**src/rtl/preg_freelist.sv**
```systemverilog
// Physical-register free list: dual-slot rename allocation, dual-slot commit release, flush rollback.
// Optional FREELIST_DBG_EN adds a sticky dbg_double_free output backed by an in-list bitmap.
module preg_freelist #(
  parameter  int unsigned PREG_NUM = 64,
  parameter  int unsigned FL_SIZE  = 32,
  parameter  int unsigned FL_LOG   = 5,
  localparam int unsigned PREG_W   = $clog2(PREG_NUM)
) (
  input  logic              clock,
  input  logic              reset_n,
  input  logic              alloc0_req,
  input  logic              alloc1_req,
  output logic              alloc_ready,
  output logic [PREG_W-1:0] alloc0_prd,
  output logic [PREG_W-1:0] alloc1_prd,
  input  logic              commits0_valid,
  input  logic              commits0_need_to_wb,
  input  logic [PREG_W-1:0] commits0_old_prd,
  input  logic              commits1_valid,
  input  logic              commits1_need_to_wb,
  input  logic [PREG_W-1:0] commits1_old_prd,
  input  logic              flush_valid,
  output logic [FL_LOG:0]   free_count
`ifdef FREELIST_DBG_EN
  ,
  output logic              dbg_double_free
`endif
);

  typedef logic [FL_LOG:0] ptr_t;

  logic [PREG_W-1:0] list [FL_SIZE];
  ptr_t              head, arch_head, tail;
  ptr_t              alloc1_ptr, tail1_ptr, flush_head;
  logic              f0, f1, c0, c1;
  logic [1:0]        n_alloc, n_free, n_commit;

  assign free_count  = tail - head;
  assign alloc_ready = (free_count >= ptr_t'(2)) & ~flush_valid;

  assign alloc1_ptr  = head + ptr_t'(alloc0_req);
  assign alloc0_prd  = list[head[FL_LOG-1:0]];
  assign alloc1_prd  = list[alloc1_ptr[FL_LOG-1:0]];

  // Register 0 is never a real destination, so releasing it is suppressed.
  assign f0 = commits0_valid & commits0_need_to_wb & (commits0_old_prd != '0);
  assign f1 = commits1_valid & commits1_need_to_wb & (commits1_old_prd != '0);
  assign c0 = commits0_valid & commits0_need_to_wb;
  assign c1 = commits1_valid & commits1_need_to_wb;

  assign n_alloc    = alloc_ready ? ({1'b0, alloc0_req} + {1'b0, alloc1_req}) : 2'd0;
  assign n_free     = {1'b0, f0} + {1'b0, f1};
  assign n_commit   = {1'b0, c0} + {1'b0, c1};
  assign tail1_ptr  = tail + ptr_t'(f0);
  assign flush_head = arch_head + ptr_t'(n_commit);

  always_ff @(posedge clock or negedge reset_n) begin
    if (!reset_n) begin
      for (int unsigned i = 0; i < FL_SIZE; i++)
        list[i] <= PREG_W'(PREG_NUM - FL_SIZE + i);
      head      <= '0;
      arch_head <= '0;
      tail      <= {1'b1, {FL_LOG{1'b0}}};
    end else begin
      if (f0) list[tail[FL_LOG-1:0]]      <= commits0_old_prd;
      if (f1) list[tail1_ptr[FL_LOG-1:0]] <= commits1_old_prd;
      tail      <= tail + ptr_t'(n_free);
      arch_head <= flush_head;
      head      <= flush_valid ? flush_head : head + ptr_t'(n_alloc);
    end
  end

`ifdef FREELIST_DBG_EN
  logic [PREG_NUM-1:0] in_list, in_next;
  logic                dbl;
  logic [FL_LOG-1:0]   dist;
  ptr_t                rb_cnt;

  assign rb_cnt = head - flush_head;

  // A flush hands the rolled-back window [flush_head, head) back to the list.
  always_comb begin
    in_next = in_list;
    dbl     = 1'b0;
    dist    = '0;
    if (flush_valid) begin
      for (int unsigned i = 0; i < FL_SIZE; i++) begin
        dist = FL_LOG'(i) - flush_head[FL_LOG-1:0];
        if ({1'b0, dist} < rb_cnt) in_next[list[i]] = 1'b1;
      end
    end
    if (alloc_ready & alloc0_req) begin
      if (!in_list[alloc0_prd]) dbl = 1'b1;
      in_next[alloc0_prd] = 1'b0;
    end
    if (alloc_ready & alloc1_req) begin
      if (!in_list[alloc1_prd]) dbl = 1'b1;
      in_next[alloc1_prd] = 1'b0;
    end
    if (f0) begin
      if (in_next[commits0_old_prd]) dbl = 1'b1;
      in_next[commits0_old_prd] = 1'b1;
    end
    if (f1) begin
      if (in_next[commits1_old_prd]) dbl = 1'b1;
      in_next[commits1_old_prd] = 1'b1;
    end
  end

  always_ff @(posedge clock or negedge reset_n) begin
    if (!reset_n) begin
      for (int unsigned i = 0; i < PREG_NUM; i++)
        in_list[i] <= (i >= PREG_NUM - FL_SIZE);
      dbg_double_free <= 1'b0;
    end else begin
      in_list <= in_next;
      if (dbl) dbg_double_free <= 1'b1;
    end
  end
`endif

`ifndef SYNTHESIS
  always_ff @(posedge clock) begin
    if (reset_n) begin
      assert (free_count <= ptr_t'(FL_SIZE));
      assert (ptr_t'(head - arch_head) <= ptr_t'(FL_SIZE));
    end
  end
`endif

endmodule

```
**config.mk**
```make
export PLATFORM = sky130hd
export DESIGN_NAME = preg_freelist
export DESIGN_NICKNAME = d
export VERILOG_FILES = /design/src/rtl/preg_freelist.sv
export SDC_FILE = /design/constraint.sdc
export NUM_CORES = 1
export LEC_CHECK = 0
export BUFFER_PORTS_ARGS = -buffer_cell sky130_fd_sc_hd__buf_2
export CORE_MARGIN = 8
export CORE_UTILIZATION = 59
export DETAILED_ROUTE_END_ITERATION = 16
export GPL_ROUTABILITY_DRIVEN = 1
export PLACE_DENSITY = 0.76
export RECOVER_POWER = 50
export SLEW_MARGIN = 15
export SYNTH_ARGS = -nofsm -noshare
export SYNTH_HDL_FRONTEND = slang
export SYNTH_SLANG_ARGS = --single-unit
```
**constraint.sdc**
```tcl
create_clock -name clock -period 3.7 [get_ports clock]
set_input_delay 0.925 -clock clock [delete_from_list [all_inputs] [get_ports clock]]
set_output_delay 0.925 -clock clock [all_outputs]
set_load 0.005 [all_outputs]
```
==> results.md, run 1 <==
- P&R area growth vs syn: 16.60%
- Flop2flop setup slack: 340 ps
- Final WS setup: -143.1 ps
- Drt pass-1 iters: 5
- Crit Path Class: input pin to output pin
- Vias in the first global route: 11,088
- Mean post-synth cell area: 11.59 sq um
- Hold Path Sink: arch_head[5]$_DFF_PN0_
- Fmax: 260.2 MHz
- Layout cells sized above 1: 0.3582
- Number of synthesized register bits: 210
- Adder-cell area share of the yosys netlist: 0.01775
- Synth Instances: 1,241
- Critical path startpoint category: input pin
- Period utilization: 1.039
- Reg-to-Reg Start: head[1]$_DFF_PN0_
- Initial antenna violation count: 1
- Power per cell area: 982.2 nW/um^2
- Core area: 24,110 sq um
- Area of the multi-input gates: 8611 sq um
- Async S/R FF share, synth: 1.000
- Worst Hold Launch: arch_head[5]$_DFF_PN0_
- Post-DP HPWL: 30.90 mm
- R2R depth: 13
- Standard-cell rows: 57
- Minimum clock period: 3843 ps
- FF/Latch Area: 5401 sq um
- Worst slack, placed: -176.7 ps
- Tot GR Track Use: 0.3113
- Static Leakage: 6.911 nW
- First-pass GRT wire length: 68.99 mm
- # fillers: 1,763
- Relative slew slack: -0.6204
- Most frequent cells in the layout: mux2i_1 (382), dfstp_2 (113), dfrtp_1 (95)
- Clock latency on the worst-skew pair: 530 ps
- Buffers on Ports: 39
- Slew Viols, Final: 94
- Overall power: 16.47 mW
- Hold Path Depth: 1
- Num ports: 40
- CP Capture Type: output pin
- Clk root buf: clkbuf_16
- CTS Buffer Depth: 3
- Post-synth top flop: dfstp_2
- Core Util, Final: 0.6956
- GPL Wtd Cong: 1.006
- Routed WL: 46.25 mm
- Drt initial violations: 1,589
- CTS Sinks: 210
- Number of flops mapped to enable cells by yosys: 0
- Max IR drop VDD: 594.8 uV
- CTS buffer count: 24
- Worst Tran Pin Value: 2431 ps
- Die ar.: 29,630 sq um
- Post-synth net total: 1,280
- Clock transition at the registers of the reported paths: 60 ps
- Final Hold Vio Count: 0
- Synth warn: 0
- # diodes: 0
- DR vias: 11,245
- Post-synth cell types: 63
- DRT antenna net count: 0
- # hold bufs at CTS: 0
- Die extent in y: 172.1 um
- Status: finished, violations left
- Die width: 172.1 um
- Leading cell type in the layout, fill and taps excluded: mux2i_1
- Mapped Area: 14,380 sq um
- Simple-gate area share of the yosys netlist: 0.09849
- Placed cell count: 1,599
- Worst EP arrival: 2920 ps
- Wire per inst: 27.74 um
- Largest family of logic cells by synthesized area: multiplexers
- CTS tree: built
- GR Overflow Total: 0
- Compound-Gate Fraction of Synth Area: 0.06865
- CP Max Fanout: 5
- Failing checks: capacitance limit, slew limit, setup timing
- RSZ-0062 raised after global routing: yes
- Post-synthesis xor/xnor area fraction: 0.01096
- Largest net degree at the start of global routing: 94
- Vias per cell: 6.746
- FF-to-FF End: head[4]$_DFF_PN0_
- Multiplexer share of the synthesized area: 0.3903
- Final-stage net count: 1,364
- Htree depth: 1
- Hold crit path type: flip-flop to flip-flop
- Final Non-Filler Cells: 1,667
- Clk_skew: 15.05 ps
- Initial Utilization: 0.5965
- Max_cap viols: 1
- DRC viols: 0
- Register area share after synthesis: 0.3753
- WP data required: 2770 ps
- # setup viols final: 12
[cells by family (layout without fill, tap and decap cells)]
logic type	Yosys count	in the layout
muxes	463	463
adders and majority gates	18	18
and+or+nand+nor	263	263
DFF	210	210
buffers and inverters	122	224
AOI/OAI and AO/OA	147	147
xor gates and xnor gates	18	18
[cell usage after synthesis (8+ instances only)]
cell type  number  share of area
and2_1         17         0.0074
a21oi_1        39          0.014
dfstp_2       113           0.21
dfrtp_1        97           0.17
inv_1          18         0.0047
nand2_1        67          0.017
a22oi_1        18         0.0094
xnor2_1         8         0.0049
nand3_1        40          0.014
nor2_4         24          0.019
ha_1           14          0.012
xor2_1         10         0.0061
a211oi_1       12         0.0063
buf_1          12         0.0031
nor2_2          8         0.0035
nor2_1         73          0.019
o21ai_0        26         0.0090
buf_4          14         0.0073
clkbuf_1       46          0.012
buf_2          27         0.0094
mux4_2         78           0.12
mux2i_1       383           0.27
o21ai_1        18         0.0063
[routing by layer]
layer	GRT usage	wire, um
met3	0.07763	5517
met1	0.4492	19140
met5	0	13
met4	0.1211	2075
met2	0.4449	19500
[through the flow]
step	hold WS (ps)	setup TNS (ps)	area [sq um]
detailed placement	462.7	-904.0	15440
CTS	473.3	-757.3	16500
global placement	462.6	-880.2	15440
finish	469.7	-865.4	16770
global route	507.6	-1470	16770
floorplan	438.4	0	14380
[critical path, stage by stage]
cell       delay, ps
buf_4            140
ha_4             170
ha_4             330
buf_6            150
clkbuf_16        150
mux4_2           300
and2_4           160
a211oi_2         210
a211oi_1          80
buf_4            200
buf_6            110
[worst max path at each step]
stage	start	endpoint	slack, ps
3_3_place_gp	alloc0_req	alloc1_prd[1]	-180
5_1_grt	head[0]$_DFF_PN0_	alloc1_prd[1]	-160
6_report	alloc0_req	alloc1_prd[3]	-140
2_1_floorplan	alloc0_req	alloc1_prd[1]	160
4_1_cts	alloc0_req	alloc1_prd[4]	-90
3_5_place_dp	alloc0_req	alloc1_prd[1]	-180
[final cells by class]
class                           count  share of cell area
Clock buffer                       36             0.04336
Tap cell                          324             0.02418
Multi-Input combinational cell    909              0.5135
Inverter                           20            0.004477
Sequential cell                   210              0.3221
Clock inverter                      8            0.006044
Timing Repair Buffer              160             0.08626
[power breakdown]
group | internal [mW] | total, mW | switching (mW)
Clock | 1.50 | 2.49 | 0.991
Combinational | 4.50 | 9.04 | 4.54
Sequential | 3.77 | 4.94 | 1.17
[repair_timing]
| action | CTS | global route |
|---|---|---|
| buffers inserted | 3 | 19 |
| endpoints found under the setup margin | 13 | 13 |
| cloned | 3 | 5 |
| pin swaps | 5 | 20 |
| resized for setup | 22 | 30 |
[registers in the layout, indices dropped and copies added (netlist names)]
register and count:
head 6, arch_head 6, tail 6, list 192
No activity file was read; power rests on OpenSTA's default activity.
==> run 2, diff against run 1 <==
--- a/config.mk
+++ b/config.mk
@@ -6,12 +6,14 @@
 export NUM_CORES = 1
 export LEC_CHECK = 0
 export BUFFER_PORTS_ARGS = -buffer_cell sky130_fd_sc_hd__buf_2
+export CAP_MARGIN = 10
 export CORE_MARGIN = 8
 export CORE_UTILIZATION = 59
 export DETAILED_ROUTE_END_ITERATION = 16
 export GPL_ROUTABILITY_DRIVEN = 1
 export PLACE_DENSITY = 0.76
 export RECOVER_POWER = 50
+export REMOVE_ABC_BUFFERS = 1
 export SLEW_MARGIN = 15
 export SYNTH_ARGS = -nofsm -noshare
 export SYNTH_HDL_FRONTEND = slang
==> run 2 against run 1 <==
- the flow still finishes with violations (capacitance limit, slew limit, setup timing)
- critical path type is now flip-flop to output pin
- final cell count is 1.6% lower
- die area is the same
- sequential power fell by 4%
- register-to-register slack worse by 60 ps
- largest power group unchanged
- count of clock-buffer cells in the layout down 2
- worst setup slack lost 8.1 ps
- highest routed layer is now met4
- via count down 1.9%
- non-clock buffer count fell by 26
- global-route usage shrank 0.43 points
- sequential share of layout area up 0.44 points
==> results.md, run 2 (same netlist as run 1, synthesis figures left out) <==
- Status: finished, violations left
- Failing checks: capacitance limit, slew limit, setup timing
- Layout cells sized above 1: 0.3516 (-0.006597)
- Die width: 172.1 um (unchanged)
- Vias per cell: 6.725 (-0.31%)
- CP Max Fanout: 24 (+19)
- WP data required: 2770 ps (about the same)
- Final Non-Filler Cells: 1,641 (-1.6%)
- Clk_skew: 13.20 ps (-1.844 ps)
- Most frequent cells in the layout: mux2i_1 (383), dfstp_2 (113), dfrtp_1 (96)
- Fmax: 259.7 MHz (-0.21%)
- Final Hold Vio Count: 0 (unchanged)
- Tot GR Track Use: 0.3070 (-0.004283)
- Largest net degree at the start of global routing: 86 (-8.5%)
- Top reg by flops: list
- CTS tree: built
- Minimum clock period: 3851 ps (+8.116 ps)
- GPL Wtd Cong: 0.9712 (-3.4%)
- DRC viols: 0 (unchanged)
- Overall power: 16.43 mW (-0.26%)
- Worst Tran Pin Value: 1975 ps (-455.5 ps)
- Leading cell type in the layout, fill and taps excluded: mux2i_1
- Post-DP HPWL: 29.43 mm (-4.8%)
- GR Overflow Total: 0 (unchanged)
- Crit Path Class: flip-flop to output pin
- Num ports: 40 (unchanged)
- Initial Utilization: 0.5965 (unchanged)
- Hold crit path type: flip-flop to flip-flop
- Buffers on Ports: 39 (unchanged)
- Worst slack, placed: -394.5 ps (-217.9 ps)
- Placed cell count: 1,575 (-1.5%)
- Initial antenna violation count: 0 (-1)
- Clock transition at the registers of the reported paths: 60 ps (about the same)
- Max IR drop VDD: 609.1 uV (+2.4%)
- # setup viols final: 8 (-4)
- Clk root buf: clkbuf_16
- Max_cap viols: 1 (unchanged)
- First-pass GRT wire length: 68.93 mm (about the same)
- Final WS setup: -151.2 ps (-8.116 ps)
- DR vias: 11,035 (-1.9%)
- Static Leakage: 6.805 nW (-1.5%)
- Die extent in y: 172.1 um (unchanged)
- Core area: 24,110 sq um (unchanged)
- Power per cell area: 993.1 nW/um^2 (+1.1%)
- Clock latency on the worst-skew pair: 530 ps (about the same)
- Worst EP arrival: 2930 ps (about the same)
- Period utilization: 1.041 (+0.002194)
- Largest register FFs: 192 (unchanged)
- CP Capture Type: output pin
- Wire per inst: 27.16 um (-2.1%)
- Die ar.: 29,630 sq um (unchanged)
- Critical path startpoint category: flip-flop
- # diodes: 0 (unchanged)
- CTS Sinks: 210 (unchanged)
- Vias in the first global route: 11,465 (+3.4%)
- CTS Buffer Depth: 3 (unchanged)
- Standard-cell rows: 57 (unchanged)
- RSZ-0062 raised after global routing: yes
- DRT antenna net count: 0 (unchanged)
- Slew Viols, Final: 78 (-17%)
- Relative slew slack: -0.3168 (+0.3037)
- Routed WL: 44.57 mm (-3.6%)
- Drt initial violations: 1,253 (-21%)
- Final-stage net count: 1,338 (-1.9%)
- P&R area growth vs syn: 15.02%
- CTS buffer count: 24 (unchanged)
- Drt pass-1 iters: 7 (+2)
- Htree depth: 1 (unchanged)
## run 2: final cells by class
type | count | area (sq um)
multi-input cells | 909 | 8655
well taps | 324 | 405.4
inverters | 20 | 75.07
fillers | 1751 | 7566
flip-flops and latches | 210 | 5400
clock buffers | 34 | 739.5
repair buffers | 134 | 1185
clock inverters | 10 | 80.08
## run 2: worst paths after layout
path                       slack [ps]                   start                     end  depth (start not counted)
min in group asynchronous         910                 reset_n  arch_head[5]$_DFF_PN0_                          1
min                               480  arch_head[5]$_DFF_PN0_  arch_head[5]$_DFF_PN0_                          1
max in group asynchronous         610                 reset_n      list[78]$_DFF_PN0_                          2
max                              -150       head[0]$_DFF_PN0_           alloc1_prd[2]                         10
max reg2reg                       280       head[0]$_DFF_PN0_       head[4]$_DFF_PN0_                         16
min reg2reg                       480  arch_head[5]$_DFF_PN0_  arch_head[5]$_DFF_PN0_                          1
## run 2: where the power goes
part / switching (mW) / internal [mW]
logic: 4.69 / 4.52
registers: 0.983 / 3.76
clock network: 1.01 / 1.46
## run 2: what timing repair did
action | CTS | global route
buffers inserted | 7 | 11
hold buffers | 0 | 0
endpoints found under the setup margin | 7 | 47
gates cloned | 4 | 3
pin swaps | 13 | 13
gates resized for setup | 36 | 23
## run 2: critical path, cell delays in order, from the launching register on
cell and delay (ps):
dfrtp_4 510, ha_4 180, ha_4 300, buf_12 190, mux4_2 240, nor2_1 50, nor2_1 200, o22ai_2 110
a211oi_1 300, buf_4 190, buf_2 110
## run 2: stage by stage
stage / area [sq um] / util / TNS (ps) / hold slack (ps)
CTS: 16360 / 0.6788 / -732.5 / 440.0
global route: 16540 / 0.6861 / -1415 / 496.9
detailed placement: 15230 / 0.6317 / -25200 / 474.9
global placement: 15230 / 0.6317 / -19930 / 463.3
finish: 16540 / 0.6861 / -763.8 / 477.9
floorplan: 13900 / - / -86470 / 438.4
## run 2: routing by layer
| metal | routed length, um | vias up | GRT usage | part of all wire |
|---|---|---|---|---|
| met5 | 0 | - | 0 | 0 |
| met4 | 2151 | 0 | 0.1286 | 0.048 |
| met3 | 4553 | 151 | 0.07808 | 0.10 |
| met2 | 19870 | 648 | 0.4681 | 0.45 |
| met1 | 18000 | 5544 | 0.4131 | 0.40 |
| li1 | - | 4692 | - | - |
==> run 3, diff against run 2 <==
--- a/config.mk
+++ b/config.mk
@@ -5,6 +5,7 @@
 export SDC_FILE = /design/constraint.sdc
 export NUM_CORES = 1
 export LEC_CHECK = 0
+export ABC_AREA = 1
 export BUFFER_PORTS_ARGS = -buffer_cell sky130_fd_sc_hd__buf_2
 export CAP_MARGIN = 10
 export CORE_MARGIN = 8
==> run 3 against run 2 <==
- the run ends with capacitance limit, slew limit left
- via count rose by 58%
- sequential cell count did not move
- worst setup slack improved by 200 ps
- critical path depth did not move
- die area rose by 8.6%
- clock power rose by 9.3%
- sequential power fell by 5.5%
- critical path type unchanged
==> results.md, run 3 <==
- Relative slew slack: -0.6753 (-0.3585)
- WP data required: 2770 ps (about the same)
- Die width: 179.4 um (+4.2%)
- Worst EP arrival: 2730 ps (-200 ps)
- # hold bufs at CTS: 0 (unchanged)
- Reg-to-Reg Start: tail[0]$_DFF_PN0_
- Die ar.: 32,190 sq um (+8.6%)
- Crit path to: alloc0_prd[0]
- Synth Instances: 2,532 (+100%)
- CTS tree: built
- Htree depth: 1 (unchanged)
- Power per cell area: 987.1 nW/um^2 (-0.60%)
- Die extent in y: 179.4 um (+4.2%)
- Final-stage net count: 2,581 (+93%)
- Clock latency on the worst-skew pair: 540 ps (about the same)
- Tot GR Track Use: 0.3685 (+0.06146)
- Placed cell count: 2,853 (+81%)
- Crit Path Class: flip-flop to output pin
- CTS buffer count: 25 (+4.2%)
- Drt initial violations: 2,229 (+78%)
- Post-DP HPWL: 43.38 mm (+47%)
- Largest area contributor in the netlist: nand2_1
- Static Leakage: 9.050 nW (+33%)
- DRT antenna net count: 0 (unchanged)
- P&R area growth vs syn: 10.52%
- Register area share after synthesis: 0.3425 (-0.03273)
- CTS Buffer Depth: 3 (unchanged)
- Wire per inst: 21.03 um (-23%)
- Clk root buf: clkbuf_16
- FF/Latch Area: 5401 sq um (about the same)
- Final Non-Filler Cells: 2,901 (+77%)
- Vias per cell: 5.998 (-11%)
- Max IR drop VDD: 774.2 uV (+27%)
- # fillers: 2,419 (+38%)
- CTS Sinks: 210 (unchanged)
- Flop2flop setup slack: 670 ps (+390 ps)
- Top reg by flops: list
- Standard-cell rows: 60 (+5.3%)
- Hold crit path type: flip-flop to flip-flop
- Async S/R FF share, synth: 1.000 (unchanged)
- CP Capture Type: output pin
- Post-synth top area share: 0.2538 (-0.01284)
- Worst Tran Pin Value: 2513 ps (+537.8 ps)
- GR Overflow Total: 0 (unchanged)
- Top cells by count, synth: nand2_1 (1,065), nand3_1 (499), inv_1 (262)
- Post-synth cell types: 31 (-51%)
- Period utilization: 0.9873 (-0.05355)
- Largest net degree at the start of global routing: 97 (+13%)
- Clock transition at the registers of the reported paths: 60 ps (about the same)
- First-pass GRT wire length: 94.17 mm (+37%)
- GPL Wtd Cong: 1.018 (+4.8%)
- Crit path launch: head[1]$_DFF_PN0_
- Layout cells sized above 1: 0.1426 (-0.2090)
- DRC viols: 0 (unchanged)
- # diodes: 0 (unchanged)
- Core area: 26,580 sq um (+10%)
- Vias in the first global route: 16,230 (+42%)
- Final Hold Vio Count: 0 (unchanged)
- Drt pass-1 iters: 8 (+1)
- Buffers on Ports: 39 (unchanged)
- Fmax: 273.7 MHz (+5.4%)
- Critical path startpoint category: flip-flop
- Post-synth top flop: dfstp_2
- Max_cap viols: 1 (unchanged)
- Largest register FFs: 192 (unchanged)
- RSZ-0062 raised after global routing: yes
- Number of flops mapped to enable cells by yosys: 0 (unchanged)
- Status: finished, violations left
- FF-to-FF End: head[2]$_DFF_PN0_
- Clk_skew: 9.488 ps (-3.716 ps)
- Overall power: 17.19 mW (+4.6%)
- Mean post-synth cell area: 6.222 sq um (-46%)
- Core Util, Final: 0.6551 (-0.03100)
- Area of the multi-input gates: 8668 sq um (+0.16%)
- Synth warn: 0 (unchanged)
- Synth area leaders: nand2_1 (25%), dfstp_2 (19%), nand3_1 (16%), dfrtp_1 (15%), inv_1 (6.2%)
- Initial antenna violation count: 3 (+3)
- Most frequent cells in the layout: nand2_1 (1,065), nand3_1 (496), inv_1 (262)
- # setup viols final: 0 (-8)
- Leading cell type in the layout, fill and taps excluded: nand2_1
- Failing checks: capacitance limit, slew limit
- Initial Utilization: 0.5928 (-0.003747)
- Minimum clock period: 3653 ps (-198.1 ps)
- R2R depth: 18 (+2)
- CP Max Fanout: 21 (-13%)
- Routed WL: 61.00 mm (+37%)
- Number of synthesized register bits: 210 (unchanged)
- DR vias: 17,399 (+58%)
- Num ports: 40 (unchanged)
- Mapped Area: 15,750 sq um (+9.6%)
- Slew Viols, Final: 96 (+23%)
- Top-count cell post-synth: nand2_1
-- run 3: cell count changes after synthesis, sizes merged, moves of 12 or more --
cell	change
and2	-17
o211ai	+63
inv	+281
a211oi	-12
nand2	+1017
nor2	-15
mux2i	-383
mux4	-78
clkbuf	+22
nand3	+463
a22oi	-18
o21ai	+12
nand4	+14
-- run 3: critical path, cell delays in order (launching register included) --
cell     delay (ps)
dfrtp_2         450
inv_1           220
buf_4           380
buf_4           240
nand3_1          90
a21oi_1         290
nor2_1          130
nand2_1          90
nand2_1         100
inv_1            70
buf_2           110
-- run 3: power breakdown --
| part | switching (mW) | total, mW | internal (mW) |
|---|---|---|---|
| clock | 1.03 | 2.70 | 1.67 |
| combinational | 6.73 | 10.0 | 3.27 |
| sequential | 0.731 | 4.49 | 3.76 |
-- run 3: layer usage --
layer | GRT usage | vias up | routed length [um]
li1 | - | 8041 | -
met1 | 0.4724 | 7881 | 23530
met2 | 0.5491 | 1207 | 25610
met3 | 0.1000 | 268 | 7672
met4 | 0.2237 | 2 | 4178
met5 | 0 | - | 13
-- run 3: final cells by class --
class / count / area share
clock buffer: 38 / 0.04103
inverter: 306 / 0.06597
clock inverter: 7 / 0.009342
timing repair buffer: 112 / 0.05102
multi-input combinational: 1887 / 0.4979
tap: 341 / 0.02451
sequential: 210 / 0.3102
-- run 3: worst min path at each step --
stage | start | endpoint | cells after the start | slack (ps)
6_report | arch_head[5]$_DFF_PN0_ | arch_head[5]$_DFF_PN0_ | 1 | 500
5_1_grt | arch_head[5]$_DFF_PN0_ | arch_head[5]$_DFF_PN0_ | 1 | 490
4_1_cts | arch_head[5]$_DFF_PN0_ | arch_head[5]$_DFF_PN0_ | 1 | 490
3_5_place_dp | arch_head[5]$_DFF_PN0_ | arch_head[5]$_DFF_PN0_ | 1 | 480
3_3_place_gp | arch_head[5]$_DFF_PN0_ | arch_head[5]$_DFF_PN0_ | 1 | 480
2_1_floorplan | arch_head[5]$_DFF_PN0_ | arch_head[5]$_DFF_PN0_ | 1 | 440
-- run 3: logic make-up after synthesis --
group,after synthesis,share of synthesized area
compound gates,160,0.06187
simple gates,1696,0.4622
flops,210,0.3425
xor+xnor,13,0.008181
fa+ha+maj,18,0.01620
buf+inv,435,0.1090
-- run 3: timing repair --
action,4_1_cts,5_1_grt
resized for setup,0,5
buffers inserted,0,2
setup endpoints to repair,0,5
-- run 3: through the flow --
step                hold slack (ps)  setup WS, ps  setup TNS, ps  cell area (sq um)
detailed placement            481.9         135.1              0              16500
CTS                           491.7         81.17              0              17370
finish                        503.4         46.95              0              17410
global placement              476.2         167.1              0              16500
floorplan                     443.9         -4582         -51840              15190
global route                  495.0        -7.479         -7.479              17410
